**config.mk**
```make
export PLATFORM = sky130hd
export DESIGN_NAME = cla_result_stage
export DESIGN_NICKNAME = d
export VERILOG_FILES = /design/src/rtl/cla_result_stage.sv
export SDC_FILE = /design/constraint.sdc
export NUM_CORES = 1
export LEC_CHECK = 0
export BUFFER_PORTS_ARGS = -buffer_cell sky130_fd_sc_hd__buf_4
export CORE_ASPECT_RATIO = 1.75
export CORE_MARGIN = 2
export CORE_UTILIZATION = 55
export CTS_CLUSTER_DIAMETER = 150
export CTS_CLUSTER_SIZE = 24
export DETAILED_ROUTE_END_ITERATION = 16
export PLACE_DENSITY = 0.92
export SLEW_MARGIN = 20
export SYNTH_ARGS = -nofsm -noshare
export SYNTH_HDL_FRONTEND = slang
export SYNTH_SLANG_ARGS = --single-unit
```
**constraint.sdc**
```tcl
create_clock -name clk -period 3.8 [get_ports clk]
set_input_delay 0.76 -clock clk [delete_from_list [all_inputs] [get_ports clk]]
set_output_delay 0.76 -clock clk [all_outputs]
set_load 0.03 [all_outputs]
```
**src/rtl/cla_result_stage.sv**
```systemverilog
// cla_result_stage: CLA result flags into a 2-entry valid/ready FIFO plus saturating overflow count; CLA_RESULT_PARITY_EN adds a parity output
module cla_result_stage #(
  parameter int Bit = 8,
  parameter int OVF_CNT_W = 8
) (
  input  logic                 clk,
  input  logic                 rst,
  input  logic                 in_valid,
  output logic                 in_ready,
  input  logic [Bit-1:0]       P,
  input  logic [Bit:0]         C,
  output logic                 out_valid,
  input  logic                 out_ready,
  output logic [Bit-1:0]       sum,
  output logic                 cout,
  output logic                 ovf,
  output logic                 zero,
`ifdef CLA_RESULT_PARITY_EN
  output logic                 parity,
`endif
  output logic [OVF_CNT_W-1:0] ovf_cnt
);
`ifdef CLA_RESULT_PARITY_EN
  localparam int EW = Bit + 4;
`else
  localparam int EW = Bit + 3;
`endif
  logic [Bit-1:0] s;
  logic [EW-1:0] e, head;
  logic [EW-1:0] mem [2];
  logic wp, rp, push, pop;
  logic [1:0] count;
  assign s = P ^ C[Bit-1:0];
`ifdef CLA_RESULT_PARITY_EN
  assign e = {^s, s == '0, C[Bit] ^ C[Bit-1], C[Bit], s};
  assign parity = head[Bit+3];
`else
  assign e = {s == '0, C[Bit] ^ C[Bit-1], C[Bit], s};
`endif
  assign in_ready = (count != 2'd2) & ~rst;
  assign out_valid = count != 2'd0;
  assign push = in_valid & in_ready;
  assign pop = out_valid & out_ready;
  assign head = mem[rp];
  assign {zero, ovf, cout, sum} = head[Bit+2:0];
  // FIFO storage, pointers, occupancy and saturating overflow counter; entries zeroed on reset so outputs read 0
  always_ff @(posedge clk) begin
    if (rst) begin
      mem[0] <= '0;
      mem[1] <= '0;
      wp <= 1'b0;
      rp <= 1'b0;
      count <= 2'd0;
      ovf_cnt <= '0;
    end else begin
      if (push) mem[wp] <= e;
      wp <= wp ^ push;
      rp <= rp ^ pop;
      count <= count + {1'b0, push} - {1'b0, pop};
      if (push & e[Bit+1] & ~&ovf_cnt) ovf_cnt <= ovf_cnt + OVF_CNT_W'(1);
    end
  end
endmodule

```
==> results.sh, run 1 <==
export IMPL_overflow=0
export IMPL_antenna_found_initial=0
export IMPL_cts_resized=0
export IMPL_seq_area_frac_synth_pct=56.1
export IMPL_skew_ns=0.00940
export IMPL_synth_top_family_by_area="simple AND/OR/NAND/NOR gates"
export IMPL_drtAntennaViolNets=0
export IMPL_cp_start_kind="register"
export IMPL_vias=1300
export IMPL_post_dp_hpwl_um=2790
export IMPL_core_area_um2=2860
export IMPL_yosys_area_share_simple_pct=18.4
export IMPL_cts_max_level=2
export IMPL_cts_buffers=5
export IMPL_synth_seq_cells=34
export IMPL_netlist_instances=146
export IMPL_criticalPathCategory="reg -> out"
export IMPL_worstSkewPairLatency_ns=0.30
export IMPL_wl_per_cell_um=16.8
export IMPL_dieArea_um2=3380
export IMPL_drc=0
export IMPL_port_buffers=41
export IMPL_clkSinkCount=34
export IMPL_reg2reg_depth=5
export IMPL_via_per_inst=5.99
export IMPL_holdBufCountCts=0
export IMPL_die_w_um=44.8
export IMPL_hold_viol=0
export IMPL_relSlewSlack_pct=58.3
export IMPL_wirelength_um=3660
export IMPL_tns_ns=0
export IMPL_syn2layout_area_growth_pct=25.6
export IMPL_hold_path_class="reg -> reg"
export IMPL_clockRootBuffer="clkbuf_8"
export IMPL_yosysUniqueCellTypes=30
export IMPL_first_global_vias=1235
export IMPL_final_max_slew_viol_count=0
export IMPL_top_level_ports=42
export IMPL_grt_pass1_wl_um=5750
export IMPL_crit_path_start="rp"
export IMPL_final_setup_viol_count=0
export IMPL_drt_iter0_drc=55
export IMPL_vdd_drop_max_mv=0.529
export IMPL_cts_buffer_depth=2
export IMPL_start_util_pct=56.1
export IMPL_fin_crit_sh_pct=59.9
export IMPL_max_cap_violations=0
export IMPL_synth_adder_area_share_pct=2.34
export IMPL_p_per_area_nw_per_um2=557
export IMPL_required_ns=3.04
export IMPL_dr_pass1_iters=4
export IMPL_num_nets_final=212
export IMPL_clk_pin_slew_ns=0.06
export IMPL_synth_ff_type="edfxtp_1"
export IMPL_syn_num_nets=170
export IMPL_fin_crit_ns=2.28
export IMPL_synth_xor_area_share_pct=6.55
export IMPL_avgSynthCellArea_um2=11.0
export IMPL_reg2reg_setup_slack_ns=1.98
export IMPL_holdWs_ns=0.529
export IMPL_drive_above_1_share_pct=32.3
export IMPL_cp_max_fo=12
export IMPL_grt_max_degree=14
export IMPL_yosysWarnings=0
export IMPL_die_h_um=75.5
export IMPL_clock_fmax_mhz=439
export IMPL_synth_mux_area_share_pct=7.72
export IMPL_syn_area_um2=1610
export IMPL_grt_setup_unrepaired="false"
export IMPL_p_leak_nw=0.823
export IMPL_cts_setup_buffers=0
export IMPL_cp_arrival_ns=1.52
export IMPL_antenna_cells=0
export IMPL_timing_rr_start="ovf_cnt[0]"
export IMPL_grt_util_all_layers_pct=24.5
export IMPL_status="finished, final reports clean"
export IMPL_synth_compound_area_share_pct=6.24
export IMPL_rows=26
export IMPL_synth_edf_count=22
export IMPL_cts_tree="built"
export IMPL_rr_endpoint="ovf_cnt[2]"
export IMPL_crit_path_end_kind="primary output"
export IMPL_synthArstFlopShare_pct=0
export IMPL_place_gp_congestion=0.753
export IMPL_tightest_slew_ns=0.624
export IMPL_cp_endpoint="sum[0]"
==> critical path, stage by stage, from the launching register on <==
cell     delay, ns
dfxtp_1       0.65
mux2_2        0.41
buf_4         0.17
==> worst min-delay path by stage <==
stage / start / endpoint / slack [ns] / cells past startpoint
after floorplan: wp / wp / 0.48 / 2
after global placement: wp / wp / 0.51 / 2
after detailed placement: wp / wp / 0.52 / 2
after CTS: wp / wp / 0.53 / 2
after global routing: wp / wp / 0.55 / 2
final: wp / wp / 0.53 / 2
==> logic make-up after synthesis <==
group           Yosys count
fa+ha+maj                 3
buf+inv                  11
compound gates           15
flops                    34
xor+xnor                 12
simple gates             60
mux                      11
==> area by class of cell <==
class / count / area, µm²
clock inverters: 1 / 5.00
fillers: 217 / 847
repair buffers: 41 / 308
flip-flops and latches: 34 / 901
inverters: 5 / 18.8
clock buffers: 7 / 86.3
well taps: 28 / 35.0
multi-input cells: 101 / 662
==> cells in the mapped netlist, types with 2 or more instances <==
master / number / area [µm²]
nand2_1: 6 / 22.5
dfxtp_1: 12 / 240
or2_2: 2 / 12.5
nand4_1: 4 / 25.0
nor2_1: 24 / 90.1
a21oi_1: 6 / 30.0
and3_1: 2 / 12.5
inv_1: 5 / 18.8
o311ai_0: 3 / 26.3
xnor2_1: 10 / 87.6
nor3_1: 4 / 20.0
nand2b_1: 3 / 18.8
nor2b_1: 2 / 12.5
o21ai_0: 2 / 10.0
and2_1: 3 / 18.8
edfxtp_1: 22 / 661
or4_1: 2 / 15.0
clkbuf_1: 4 / 15.0
mux2_2: 11 / 124
xor2_1: 2 / 17.5
ha_1: 3 / 37.5
nand3_1: 5 / 25.0
o41ai_1: 2 / 17.5
==> routing by layer <==
| layer | global-route usage (%) | vias to the layer above | wire length [µm] |
|---|---|---|---|
| met5 | 0 | - | 0 |
| met4 | 13.1 | 0 | 131 |
| met3 | 5.92 | 12 | 173 |
| met2 | 47.2 | 51 | 2110 |
| met1 | 22.4 | 631 | 1240 |
| li1 | - | 606 | - |
==> cell usage in the layout (no fill, tap or decap), drive strengths merged <==
cell type | netlist | routed
and2 | 3 | 3
and4 | 1 | 1
nor3 | 4 | 4
o41ai | 2 | 2
and3 | 2 | 2
nand4 | 4 | 4
or4 | 2 | 2
nand3b | 1 | 1
dfxtp | 12 | 12
or2 | 2 | 2
nand2b | 3 | 3
buf | 2 | 41
nor2 | 24 | 24
o31ai | 1 | 1
mux2 | 11 | 11
xnor2 | 10 | 10
o21ai | 2 | 2
clkbuf | 4 | 7
nor2b | 2 | 2
clkinv | 0 | 1
nand3 | 5 | 5
ha | 3 | 3
o311ai | 3 | 3
nand2 | 6 | 6
xor2 | 2 | 2
or3 | 1 | 1
edfxtp | 22 | 22
inv | 5 | 5
a21oi | 6 | 6
a41oi | 1 | 1
==> where the power goes <==
| part | switching [mW] | leakage [nW] | internal, mW |
|---|---|---|---|
| Sequential | 0.0352 | 0.328 | 0.440 |
| Combinational | 0.206 | 0.447 | 0.163 |
| Clock | 0.133 | 0.0482 | 0.146 |
| Total | 0.374 | 0.823 | 0.749 |
==> stage by stage <==
stage / area (µm²) / setup slack [ns] / std cells / util [%] / power [mW]
3_5_place_dp: 1920 / 1.43 / 209 / 67.2 / 0.852
3_3_place_gp: 1920 / 1.55 / 209 / 67.2 / 0.840
5_1_grt: 2020 / 1.46 / 217 / 70.4 / 1.17
4_1_cts: 2020 / 1.51 / 217 / 70.4 / 1.13
2_1_floorplan: 1610 / 1.60 / 146 / - / 0.730
6_report: 2020 / 1.52 / 217 / 70.4 / 1.12
==> registers in the layout (all words and copies together) (netlist names) <==
signal and count:
count 2, mem 22, ovf_cnt 8, rp 1, wp 1
Power figures use the tool's default switching activity.
==> run 2: changes to the inputs <==
--- a/config.mk
+++ b/config.mk
@@ -8,11 +8,11 @@
 export BUFFER_PORTS_ARGS = -buffer_cell sky130_fd_sc_hd__buf_4
 export CORE_ASPECT_RATIO = 1.75
 export CORE_MARGIN = 2
-export CORE_UTILIZATION = 55
+export CORE_UTILIZATION = 52
 export CTS_CLUSTER_DIAMETER = 150
 export CTS_CLUSTER_SIZE = 24
 export DETAILED_ROUTE_END_ITERATION = 16
-export PLACE_DENSITY = 0.92
+export PLACE_DENSITY = 0.88
 export SLEW_MARGIN = 20
 export SYNTH_ARGS = -nofsm -noshare
 export SYNTH_HDL_FRONTEND = slang
==> constraint.sdc (replaced) <==
create_clock -name clk -period 2.1 [get_ports clk]
set_input_delay 0.42 -clock clk [delete_from_list [all_inputs] [get_ports clk]]
set_output_delay 0.42 -clock clk [all_outputs]
set_load 0.03 [all_outputs]
==> run 2 against run 1 <==
Worst setup slack lost 1.4 ns; clock power grew 77%; first-iteration DRC count grew 7.3%; routed wire length shrank 6.8%; critical path type unchanged; global-route usage shrank 3.9 points; sequential share of layout area shrank 0.58 points; register-to-register slack lost 1.7 ns; design area grew 1.3%; sequential power grew 81%.
==> results.sh, run 2 (same netlist as run 1, synthesis figures left out) <==
export IMPL_core_area_um2=2930
export IMPL_tightest_slew_ns=0.647
export IMPL_clock_fmax_mhz=516
export IMPL_final_max_slew_viol_count=0
export IMPL_critical_path_slowest_cell="dfxtp_1"
export IMPL_setup_slack_ns=0.163
export IMPL_clockRootBuffer="clkbuf_8"
export IMPL_cp_start_kind="register"
export IMPL_overflow=0
export IMPL_pre_cts_ws_ns=0.270
export IMPL_required_ns=1.68
export IMPL_antenna_cells=0
export IMPL_dp_cells=212
export IMPL_cts_buffer_depth=2
export IMPL_path_cells="mux2_2 > buf_4"
export IMPL_drtAntennaViolNets=0
export IMPL_cts_buffers=5
export IMPL_placed_cell_area_um2=1950
export IMPL_fin_cells=220
export IMPL_skew_ns=0.00419
export IMPL_final_setup_viol_count=0
export IMPL_grt_pass1_wl_um=5490
export IMPL_place_gp_congestion=0.781
export IMPL_grt_setup_unrepaired="false"
export IMPL_first_global_vias=1324
export IMPL_drive_above_1_share_pct=33.9
export IMPL_final_cell_mix="44 x buf_4, 24 x nor2_1, 22 x edfxtp_1, 12 x dfxtp_1, 11 x mux2_2"
export IMPL_grt_max_degree=13
export IMPL_crit_path_end_kind="primary output"
export IMPL_num_nets_final=215
export IMPL_dr_pass1_iters=4
export IMPL_hold_viol=0
export IMPL_critPathTopFamily="flip-flops"
export IMPL_criticalPathCategory="reg -> out"
export IMPL_crit_path_max_incr_delay_ns=0.65
export IMPL_dieArea_um2=3570
export IMPL_cp_arrival_ns=1.52
export IMPL_vdd_drop_max_mv=0.645
export IMPL_cts_tree="built"
export IMPL_wirelength_um=3410
export IMPL_drc=0
export IMPL_relSlewSlack_pct=56.7
export IMPL_stdcell_area_um2=2040
export IMPL_die_w_um=46
export IMPL_total_power_mw=2.03
export IMPL_worstSkewPairLatency_ns=0.28
export IMPL_max_cap_violations=0
export IMPL_syn2layout_area_growth_pct=27.2
export IMPL_drt_iter0_drc=59
export IMPL_vias=1293
export IMPL_layout_commonest_cell="buf_4"
export IMPL_fin_crit_ns=1.94
export IMPL_holdWs_ns=0.388
export IMPL_holdBufCountCts=0
export IMPL_rows=26
export IMPL_fin_util_pct=69.7
export IMPL_grt_util_all_layers_pct=20.5
export IMPL_cp_buffers_inverters=1
export IMPL_cts_setup_buffers=0
export IMPL_via_per_inst=5.88
export IMPL_post_dp_hpwl_um=2670
export IMPL_fin_crit_sh_pct=92.2
export IMPL_start_util_pct=54.8
export IMPL_cts_max_level=2
export IMPL_die_h_um=77.5
export IMPL_top_level_ports=42
export IMPL_cp_max_fo=12
export IMPL_cts_resized=0
export IMPL_tns_ns=0
export IMPL_largestRegisters="mem x22, ovf_cnt x8, count x2"
export IMPL_antenna_found_initial=0
export IMPL_hold_path_class="in -> reg"
export IMPL_port_buffers=41
export IMPL_p_per_area_nw_per_um2=995
export IMPL_clk_pin_slew_ns=0.07
export IMPL_p_leak_nw=0.834
export IMPL_top_register="mem"
export IMPL_largest_reg_flops=22
export IMPL_wl_per_cell_um=15.5
export IMPL_status="finished, final reports clean"
export IMPL_clkSinkCount=34
==> run 2: cell count changes in the layout (fill, tap and decap cells not counted), sizes merged <==
cell	change
buf	+3
clkinvlp	+1
clkbuf	-1
==> run 2: cell type report <==
type,instances,area [µm²]
Sequential cell,34,901
Fill cell,220,886
Multi-Input combinational cell,101,662
Timing Repair Buffer,44,330
Clock buffer,6,82.6
Tap cell,28,35.0
Inverter,5,18.8
Clock inverter,2,12.5
==> run 2: report_power, final <==
part	internal [mW]	total, mW	leakage [nW]	switching [mW]
combinational	0.304	0.674	0.460	0.370
sequential	0.796	0.862	0.328	0.0662
clock	0.263	0.495	0.0472	0.232
total	1.36	2.03	0.834	0.668
==> run 2: layer usage <==
layer | global-route usage (%) | wire length, µm | vias to the layer above
li1 | - | - | 614
met1 | 19.7 | 1150 | 611
met2 | 36.5 | 1970 | 51
met3 | 4.88 | 163 | 17
met4 | 11.7 | 116 | 0
met5 | 0 | 0 | -
==> run 2: path summary, 6_finish.rpt <==
path | start | to | slack (ns) | depth (start not counted)
max | rp | ovf | 0.16 | 2
min reg2reg | wp | wp | 0.53 | 2
min | rst | wp | 0.39 | 2
max reg2reg | count[1] | count[1] | 0.27 | 8
==> run 2: worst register-to-register path, stage by stage (launching register included) <==
cell	delay (ns)
dfxtp_1	0.34
or2_2	0.31
and2_1	0.19
ha_1	0.30
inv_1	0.05
ha_1	0.19
xor2_1	0.16
xnor2_1	0.14
nor2_1	0.05
